==> src/rtl/writeback_stage_if.sv <==
// writeback_stage_if: bundles the write-back stage's instruction inputs and
// its register-file / forwarding / status outputs.
//   regWrite, memToReg, aluResult, memReadData, pcPlus4, rd : per-instruction inputs
//   wbEnable, wbAddr, wbData     : register-file write port
//   fwdValid, fwdAddr, fwdData   : record of the last committed write
//   retired                      : completed-instruction count
//   phase                        : current phase within the instruction
// master drives the inputs and observes the outputs; slave is the stage itself.
interface writeback_stage_if;
   logic        regWrite;
   logic [1:0]  memToReg;
   logic [31:0] aluResult;
   logic [31:0] memReadData;
   logic [31:0] pcPlus4;
   logic [4:0]  rd;
   logic        wbEnable;
   logic [4:0]  wbAddr;
   logic [31:0] wbData;
   logic        fwdValid;
   logic [4:0]  fwdAddr;
   logic [31:0] fwdData;
   logic [31:0] retired;
   logic [3:0]  phase;

   modport master (
      output regWrite, memToReg, aluResult, memReadData, pcPlus4, rd,
      input  wbEnable, wbAddr, wbData, fwdValid, fwdAddr, fwdData, retired, phase
   );

   modport slave (
      input  regWrite, memToReg, aluResult, memReadData, pcPlus4, rd,
      output wbEnable, wbAddr, wbData, fwdValid, fwdAddr, fwdData, retired, phase
   );
endinterface

==> src/rtl/writeback_stage.sv <==
// writeback_stage: write-back end of the multicycle datapath.
// Each instruction takes PHASES cycles. At the CAPTURE_PHASE edge the selected
// source (ALU result, memory read data or PC+4), rd and regWrite are sampled;
// at the COMMIT_PHASE edge a one-cycle register-file write strobe is issued,
// the forwarding record is updated and the retired counter advances.
// Ports:
//   clock : rising-edge clock
//   reset : synchronous, active-low reset
//   bus   : writeback_stage_if.slave (instruction inputs, write port, status)
module writeback_stage #(
   parameter int unsigned PHASES        = 10,
   parameter int unsigned CAPTURE_PHASE = 8,
   parameter int unsigned COMMIT_PHASE  = 9
) (
   input logic              clock,
   input logic              reset,
   writeback_stage_if.slave bus
);

   logic [3:0]  phase_q;
   logic        cap_reg_write;
   logic [4:0]  cap_rd;
   logic [31:0] cap_data;
   logic        wb_enable;
   logic [4:0]  wb_addr;
   logic [31:0] wb_data;
   logic        fwd_valid;
   logic [4:0]  fwd_addr;
   logic [31:0] fwd_data;
   logic [31:0] retired_count;
   logic [31:0] src_data;
   logic        commit_en;

   always_comb begin
      src_data = bus.aluResult;
      unique case (bus.memToReg)
         2'b01:   src_data = bus.memReadData;
         2'b10:   src_data = bus.pcPlus4;
         default: src_data = bus.aluResult;
      endcase
   end

   // Writes to x0 are dropped but still count as retired.
   assign commit_en = cap_reg_write && (cap_rd != 5'd0);

   always_ff @(posedge clock) begin
      if (!reset) begin
         phase_q       <= '0;
         cap_reg_write <= 1'b0;
         cap_rd        <= '0;
         cap_data      <= '0;
         wb_enable     <= 1'b0;
         wb_addr       <= '0;
         wb_data       <= '0;
         fwd_valid     <= 1'b0;
         fwd_addr      <= '0;
         fwd_data      <= '0;
         retired_count <= '0;
      end else begin
         phase_q   <= (phase_q == 4'(PHASES - 1)) ? '0 : phase_q + 4'd1;
         // Strobe defaults low so it lasts exactly one cycle after commit.
         wb_enable <= 1'b0;

         if (phase_q == 4'(CAPTURE_PHASE)) begin
            cap_data      <= src_data;
            cap_rd        <= bus.rd;
            cap_reg_write <= bus.regWrite;
         end

         if (phase_q == 4'(COMMIT_PHASE)) begin
            wb_enable     <= commit_en;
            wb_addr       <= cap_rd;
            wb_data       <= cap_data;
            retired_count <= retired_count + 32'd1;
            fwd_valid     <= commit_en;
            if (commit_en) begin
               fwd_addr <= cap_rd;
               fwd_data <= cap_data;
            end
         end
      end
   end

   assign bus.phase    = phase_q;
   assign bus.wbEnable = wb_enable;
   assign bus.wbAddr   = wb_addr;
   assign bus.wbData   = wb_data;
   assign bus.fwdValid = fwd_valid;
   assign bus.fwdAddr  = fwd_addr;
   assign bus.fwdData  = fwd_data;
   assign bus.retired  = retired_count;

endmodule

==> src/flat_wrapper.sv <==
// flat-port wrapper written by rule: the top's interface ports become plain ports
module writeback_stage_flat 
#(
   parameter int unsigned PHASES        = 10,
   parameter int unsigned CAPTURE_PHASE = 8,
   parameter int unsigned COMMIT_PHASE  = 9
)
  (clock, reset, bus_regWrite, bus_memToReg, bus_aluResult, bus_memReadData, bus_pcPlus4, bus_rd, bus_wbEnable, bus_wbAddr, bus_wbData, bus_fwdValid, bus_fwdAddr, bus_fwdData, bus_retired, bus_phase);
  writeback_stage_if bus_i ();
  input logic clock;
  input logic reset;
  input wire logic [$bits(bus_i.regWrite)-1:0] bus_regWrite;
  input wire logic [$bits(bus_i.memToReg)-1:0] bus_memToReg;
  input wire logic [$bits(bus_i.aluResult)-1:0] bus_aluResult;
  input wire logic [$bits(bus_i.memReadData)-1:0] bus_memReadData;
  input wire logic [$bits(bus_i.pcPlus4)-1:0] bus_pcPlus4;
  input wire logic [$bits(bus_i.rd)-1:0] bus_rd;
  output wire logic [$bits(bus_i.wbEnable)-1:0] bus_wbEnable;
  output wire logic [$bits(bus_i.wbAddr)-1:0] bus_wbAddr;
  output wire logic [$bits(bus_i.wbData)-1:0] bus_wbData;
  output wire logic [$bits(bus_i.fwdValid)-1:0] bus_fwdValid;
  output wire logic [$bits(bus_i.fwdAddr)-1:0] bus_fwdAddr;
  output wire logic [$bits(bus_i.fwdData)-1:0] bus_fwdData;
  output wire logic [$bits(bus_i.retired)-1:0] bus_retired;
  output wire logic [$bits(bus_i.phase)-1:0] bus_phase;
  assign bus_i.regWrite = bus_regWrite;
  assign bus_i.memToReg = bus_memToReg;
  assign bus_i.aluResult = bus_aluResult;
  assign bus_i.memReadData = bus_memReadData;
  assign bus_i.pcPlus4 = bus_pcPlus4;
  assign bus_i.rd = bus_rd;
  assign bus_wbEnable = bus_i.wbEnable;
  assign bus_wbAddr = bus_i.wbAddr;
  assign bus_wbData = bus_i.wbData;
  assign bus_fwdValid = bus_i.fwdValid;
  assign bus_fwdAddr = bus_i.fwdAddr;
  assign bus_fwdData = bus_i.fwdData;
  assign bus_retired = bus_i.retired;
  assign bus_phase = bus_i.phase;
  writeback_stage #(.PHASES(PHASES), .CAPTURE_PHASE(CAPTURE_PHASE), .COMMIT_PHASE(COMMIT_PHASE)) u_core (.clock(clock), .reset(reset), .bus(bus_i));
endmodule
==> config.mk <==
export PLATFORM = sky130hd
export DESIGN_NAME = writeback_stage_flat
export DESIGN_NICKNAME = d
export VERILOG_FILES = /design/src/rtl/writeback_stage_if.sv /design/src/rtl/writeback_stage.sv /design/src/flat_wrapper.sv
export SDC_FILE = /design/constraint.sdc
export NUM_CORES = 1
export LEC_CHECK = 0
export ABC_AREA = 1
export CORE_ASPECT_RATIO = 0.8
export CORE_MARGIN = 2
export CORE_UTILIZATION = 45
export CTS_CLUSTER_DIAMETER = 60
export DETAILED_ROUTE_END_ITERATION = 12
export GPL_TIMING_DRIVEN = 0
export PLACE_DENSITY = 0.91
export SYNTH_ARGS = -nofsm -noshare
export SYNTH_HDL_FRONTEND = slang
export SYNTH_SLANG_ARGS = --single-unit
==> constraint.sdc <==
create_clock -name clock -period 3.3 [get_ports clock]
set_clock_uncertainty 0.2 [all_clocks]
set_input_delay 0.66 -clock clock [delete_from_list [all_inputs] [get_ports clock]]
set_output_delay 0.66 -clock clock [all_outputs]
set_load 0.03 [all_outputs]
# Word level (Yosys, flattened, before mapping)
# Index checks and enable logic that the tools add are counted.
[word_totals]
ff_bits = 150
in_bits = 106
elab_cells = 24
[op_classes]
add_sub_neg = 2
n_eq_ne = 4
mux = 1
bitwise_logic = 1
reduce_logical = 5
[op_table]
columns = ["cell", "count"]
rows = [
  ["$pmux W32 S2", 1],
  ["$add A32 B1 Y32 const B", 1],
  ["$eq A4 B4 Y1 const B", 2],
  ["$reduce_bool A5 Y1", 1],
  ["$add A4 B1 Y4 const B", 1],
  ["$reduce_and A2 Y1", 2],
  ["$eq A2 B1 Y1 const B", 1],
  ["$eq A2 B2 Y1 const B", 1],
  ["$reduce_or A2 Y1", 1],
  ["$logic_and A1 B1 Y1", 1],
  ["$not A1 Y1", 1],
]

# Longest topological paths before layout
# Gate-level depths: netlist (run 1).
[logic_depth]
word_depth = 3
depth_mapped = 11

# Least setup slack after synthesis (run 1)
# OpenSTA, ideal clock, no wires.
[synth_path]
path_kind = "input port to flip-flop"
start = "input port bus_memToReg[0]"
end = "register u_core.cap_data[9]"
setup_ns = 0.117
arrival_time_ns = 1.677
t_required_ns = 2.983
setup_slack_ns = 1.306
cell_stages = 7
path_buffers = 2
cell_sequence = "inv_1 ha_1 clkbuf_1 clkbuf_1 a21oi_1 o221ai_1 inv_1"
[synth_between]
elab_chain_cells = 2
[synth_rtl]
columns = ["element", "line_no", "rtl"]
rows = [
  ["start: declaration", "flat_wrapper.sv:13", "input wire logic [$bits(bus_i.memToReg)-1:0] bus_memToReg;"],
  ["$eq A2 B2 Y1 / $eq A2 B1 Y1 (equally long branches)", "writeback_stage.sv:36", "unique case (bus.memToReg)"],
  ["$pmux W32 S2 (*)", "writeback_stage.sv:36", ""],
  ["end signal: assignment", "writeback_stage.sv:65", "cap_data <= src_data;"],
  ["end: declaration", "writeback_stage.sv:23", "logic [31:0] cap_data;"],
]
# Mark *: on every way between the ends. The rest lies on a longest branch, timed or not.
# A chain may end at the register's enable or synchronous reset.

# Worst setup path in the final report (run 1)
[layout_path]
start = "register u_core.retired_count[25] (netlist: u_core.bus.retired[25])"
end = "output port bus_retired[25]"
[layout_rtl]
columns = ["element", "line_no", "rtl"]
rows = [
  ["start: declaration", "writeback_stage.sv:30", "logic [31:0] retired_count;"],
  ["start signal: assignment", "writeback_stage.sv:74", "retired_count <= retired_count + 32'd1;"],
  ["end: declaration", "flat_wrapper.sv:24", "output wire logic [$bits(bus_i.retired)-1:0] bus_retired;"],
]
# No word-level cell between the ends.

==> metrics.json, run 1 <==
{
  "total_die_area": {"value": 0.0156, "unit": "mm2"},
  "cap_viol_max_count": {"value": 0},
  "cts_tree": {"value": "yes"},
  "worst_slew_pin_slew": {"value": 0.670, "unit": "ns"},
  "yosysSeqAreaShare": {"value": 0.457},
  "synth.avg_cell_area": {"value": 7.43, "unit": "um2"},
  "crit_slowest_cell": {"value": "sky130_fd_sc_hd__clkdlybuf4s50_1"},
  "die_width": {"value": 139, "unit": "um"},
  "clk_pin_slew_worst_paths": {"value": 0.06, "unit": "ns"},
  "synth_cell_type_count": {"value": 30},
  "mappedNetlistArea": {"value": 0.00658, "unit": "mm2"},
  "syn-num-nets": {"value": 997},
  "clk_network_pwr_share": {"value": 0.483},
  "synth.largest_area_cell": {"value": "sky130_fd_sc_hd__dfxtp_1"},
  "internal_power": {"value": 3.18, "unit": "mW"},
  "dieHeight": {"value": 112, "unit": "um"},
  "final_min_period_over_clock_period": {"value": 0.750},
  "global_route_wire_length_before_repair": {"value": 33900, "unit": "um"},
  "drtPass1Iterations": {"value": 6},
  "cpPeakStageDelay": {"value": 0.73, "unit": "ns"},
  "cts.repair_timing.setup_buffer_count": {"value": 0},
  "drc": {"value": 0},
  "switching_share_of_power": {"value": 0.222},
  "netlist_instances": {"value": 885},
  "largest_net_degree_at_the_start_of_global_routing": {"value": 17},
  "cp.buffers_inverters": {"value": 1},
  "combinational_family_with_the_most_area_after_synthesis": {"value": "compound AO/OA/AOI/OAI gates"},
  "path_delay_family": {"value": "buffers and inverters"},
  "initial_core_util": {"value": 0.460},
  "cts.htree.levels": {"value": 4},
  "synthMuxAreaShare": {"value": 0},
  "timing.critical_path.arrival": {"value": 1.61, "unit": "ns"},
  "final-setup-viol-count": {"value": 0},
  "post_synth_xor_area_fraction": {"value": 0.00400},
  "leakage": {"value": 3.69, "unit": "nW"},
  "count_of_routing_violations_after_the_opening_detailed_route_iteration": {"value": 706},
  "post_route_cells_drive_above_1_share": {"value": 0.0539},
  "critical_path.endpoint_type": {"value": "output pin"},
  "ir_drop": {"value": 0.425, "unit": "mV"},
  "hold_viol": {"value": 0},
  "cp.required": {"value": 2.44, "unit": "ns"},
  "outcome": {"value": "finished, final reports clean"},
  "synth-adder-area-share": {"value": 0.0114},
  "unrepaired_setup_endpoints_after_global_routing": {"value": "no"},
  "path_class": {"value": "register to output pin"},
  "clock-sinks": {"value": 150},
  "clkLatencyLatePin": {"value": 0.42, "unit": "ns"},
  "final_util": {"value": 0.669},
  "synth_simple_gate_area_share": {"value": 0.202},
  "syn_to_final_growth": {"value": 45.6, "unit": "%"},
  "design_area": {"value": 0.00957, "unit": "mm2"},
  "core_area": {"value": 0.0143, "unit": "mm2"},
  "finish.net_count": {"value": 1233},
  "cts_root_buffer": {"value": "sky130_fd_sc_hd__clkbuf_16"},
  "worstPathCellList": {"value": "clkdlybuf4s50_1"},
  "floorplan.rows": {"value": 39},
  "combPwrFrac": {"value": 0.072},
  "port_buffers": {"value": 217},
  "postCtsHoldBufs": {"value": 0},
  "timing.critical_path.from_type": {"value": "register"},
  "path_category_of_the_worst_min_delay_check": {"value": "register to register"},
  "synth_area_in_compound_gates": {"value": 0.217},
  "hpwl_reported_at_the_end_of_detailed_placement": {"value": 16200, "unit": "um"},
  "fin_setup_tns": {"value": 0, "unit": "ns"},
  "gpl.final_weighted_congestion": {"value": 0.936},
  "first_global_vias": {"value": 6637},
  "grt_overflow": {"value": 0},
  "worst_slew_margin_rel": {"value": 0.554},
  "highest_net_fanout_along_the_worst_path": {"value": 5},
  "drt-wirelength-per-cell": {"value": 16.2, "unit": "um"},
  "wirelength": {"value": 21300, "unit": "um"},
  "p_sw": {"value": 0.908, "unit": "mW"},
  "top_level_pins": {"value": 218},
  "final.min_clock_period": {"value": 2.47, "unit": "ns"},
  "synth-warning-count": {"value": 0},
  "power.share.sequential": {"value": 0.445},
  "cts_max_path_buffers": {"value": 2},
  "synth_seq_cells": {"value": 150},
  "cellPowerDensity": {"value": 427, "unit": "mW/mm2"},
  "ctsResizeCount": {"value": 0},
  "antenna_cells": {"value": 0},
  "detail_route.vias_per_cell": {"value": 5.35},
  "detail-route-antenna-nets": {"value": 0},
  "cts_made_buffers": {"value": 17},
  "grt_total_usage": {"value": 0.270},
  "final_slew_viol_count": {"value": 0},
  "synth.area.top_cells": {"value": "sky130_fd_sc_hd__dfxtp_1, sky130_fd_sc_hd__nand2_1, sky130_fd_sc_hd__inv_1, sky130_fd_sc_hd__a21oi_1, sky130_fd_sc_hd__o21ai_0"},
  "grt_antenna_before_repair": {"value": 0},
  "placed_cell_area": {"value": 0.00898, "unit": "mm2"},
  "synth.top_cell.area_share": {"value": 0.457},
  "timing.fmax": {"value": 404, "unit": "MHz"},
  "num_vias": {"value": 7040}
}
-- path summary, 6_finish.rpt --
check	startpoint	end	slack, ns	depth (start not counted)
max	u_core.bus.retired[25]$_SDFFE_PN0N_	bus_retired[25]	0.83	1
min	u_core.cap_data[7]$_SDFFE_PN0N_	u_core.bus.fwdData[7]$_SDFFE_PN0P_	0.27	2
max reg2reg	u_core.bus.phase[0]$_SDFF_PP0_	u_core.cap_data[15]$_SDFFE_PN0N_	1.15	7
min reg2reg	u_core.cap_data[7]$_SDFFE_PN0N_	u_core.bus.fwdData[7]$_SDFFE_PN0P_	0.27	2
-- power by group through the flow --
| stage | registers (mW) | logic [mW] | clock network (mW) |
|---|---|---|---|
| finish | 1.82 | 0.293 | 1.98 |
| detailed placement | 1.86 | 0.288 | 0 |
| global route | 1.82 | 0.316 | 2.08 |
| CTS | 1.82 | 0.291 | 1.98 |
| floorplan | 1.87 | 0.110 | 0 |
| global placement | 1.86 | 0.281 | 0 |
-- worst min-delay path: stages, from the launching register on --
cell                      delay (ns)
sky130_fd_sc_hd__dfxtp_1        0.31
sky130_fd_sc_hd__inv_1          0.06
sky130_fd_sc_hd__a21oi_1        0.05
-- flip-flops by register name, indices dropped and copies added (netlist names) --
register	count
u_core.bus.fwdAddr	5
u_core.bus.fwdData	32
u_core.bus.fwdValid	1
u_core.bus.phase	4
u_core.bus.retired	32
u_core.bus.wbAddr	5
u_core.bus.wbData	32
u_core.bus.wbEnable	1
u_core.cap_data	32
u_core.cap_rd	5
u_core.cap_reg_write	1
-- cell usage in the layout (no fill, tap or decap), types with 31 or more instances in the layout --
master	count
sky130_fd_sc_hd__clkdlybuf4s50_1	217
sky130_fd_sc_hd__dfxtp_1	150
sky130_fd_sc_hd__nand2_1	137
sky130_fd_sc_hd__inv_1	121
sky130_fd_sc_hd__a21oi_1	88
sky130_fd_sc_hd__o21ai_0	84
sky130_fd_sc_hd__nor2_1	70
sky130_fd_sc_hd__nand3_1	69
sky130_fd_sc_hd__clkbuf_1	34
sky130_fd_sc_hd__o211ai_1	32
sky130_fd_sc_hd__a22o_1	31
-- cells in the mapped netlist --
| cell | number |
|---|---|
| sky130_fd_sc_hd__buf_1 | 3 |
| sky130_fd_sc_hd__a22o_1 | 31 |
| sky130_fd_sc_hd__dfxtp_1 | 150 |
| sky130_fd_sc_hd__and2_1 | 1 |
| sky130_fd_sc_hd__nand2_1 | 137 |
| sky130_fd_sc_hd__o21ai_0 | 84 |
| sky130_fd_sc_hd__a21oi_1 | 88 |
| sky130_fd_sc_hd__nand3_2 | 2 |
| sky130_fd_sc_hd__a31oi_1 | 2 |
| sky130_fd_sc_hd__nor2_4 | 2 |
| sky130_fd_sc_hd__buf_6 | 4 |
| sky130_fd_sc_hd__ha_1 | 6 |
| sky130_fd_sc_hd__nor3_1 | 2 |
| sky130_fd_sc_hd__o211ai_1 | 32 |
| sky130_fd_sc_hd__nor2_2 | 7 |
| sky130_fd_sc_hd__o21ai_1 | 4 |
| sky130_fd_sc_hd__nand4_1 | 12 |
| sky130_fd_sc_hd__nand2_2 | 3 |
| sky130_fd_sc_hd__inv_1 | 121 |
| sky130_fd_sc_hd__clkbuf_1 | 33 |
| sky130_fd_sc_hd__nor2_1 | 70 |
| sky130_fd_sc_hd__o21a_1 | 2 |
| sky130_fd_sc_hd__nand3_1 | 69 |
| sky130_fd_sc_hd__buf_4 | 4 |
| sky130_fd_sc_hd__inv_2 | 2 |
| sky130_fd_sc_hd__nand3b_1 | 1 |
| sky130_fd_sc_hd__xnor2_1 | 3 |
| sky130_fd_sc_hd__buf_2 | 8 |
| sky130_fd_sc_hd__clkinv_1 | 1 |
| sky130_fd_sc_hd__o221ai_1 | 1 |
-- per-layer routing --
metal / GRT usage / part of all wire / vias to the layer above
met5: 0 / 0 / -
met2: 0.439 / 0.46 / 345
met3: 0.0875 / 0.10 / 24
met4: 0.0822 / 0.016 / 0
met1: 0.345 / 0.42 / 3255
li1: - / - / 3416
-- layout make-up --
cell class,count,area (um2)
timing repair buffer,217,2170
multi-input combinational,559,2860
buffer,52,250
clock inverter,11,150
sequential,150,3000
inverter,124,465
tap,184,230
clock buffer,19,443
fill,1192,4730
-- per-stage QoR --
stage                     hold slack, ns  std cells  setup WS, ns  power (mW)
after detailed placement           0.258       1286         0.491        2.15
after floorplan                    0.239        885          1.31        1.98
after CTS                          0.268       1316         0.839        4.10
after global placement             0.256       1286         0.515        2.14
final                              0.267       1316         0.826        4.09
after global routing               0.298       1316         0.687        4.22
-- logic make-up after synthesis --
kind of cell / after synthesis
fa+ha+maj: 6
flops: 150
xor+xnor: 3
buf+inv: 176
simple gates: 306
compound gates: 244
Note: power is estimated with default switching activity, not from simulation.
==> inputs of run 2 (changes only) <==
==> constraint.sdc (replaced) <==
create_clock -name clock -period 2.55 [get_ports clock]
set_clock_uncertainty 0.2 [all_clocks]
set_input_delay 0.51 -clock clock [delete_from_list [all_inputs] [get_ports clock]]
set_output_delay 0.51 -clock clock [all_outputs]
set_load 0.03 [all_outputs]
==> results of run 2 <==
The final DEF is identical to that of run 1. Status: finished, final reports clean.
Main changes from that run: setup slack after placement 0.491 ns -> -0.109 ns; setup slack after layout 0.826 ns -> 0.226 ns; register-to-register setup slack 1.15 ns -> 0.40 ns; total power 4.09 mW -> 5.29 mW; worst IR drop on VDD 0.425 mV -> 0.549 mV
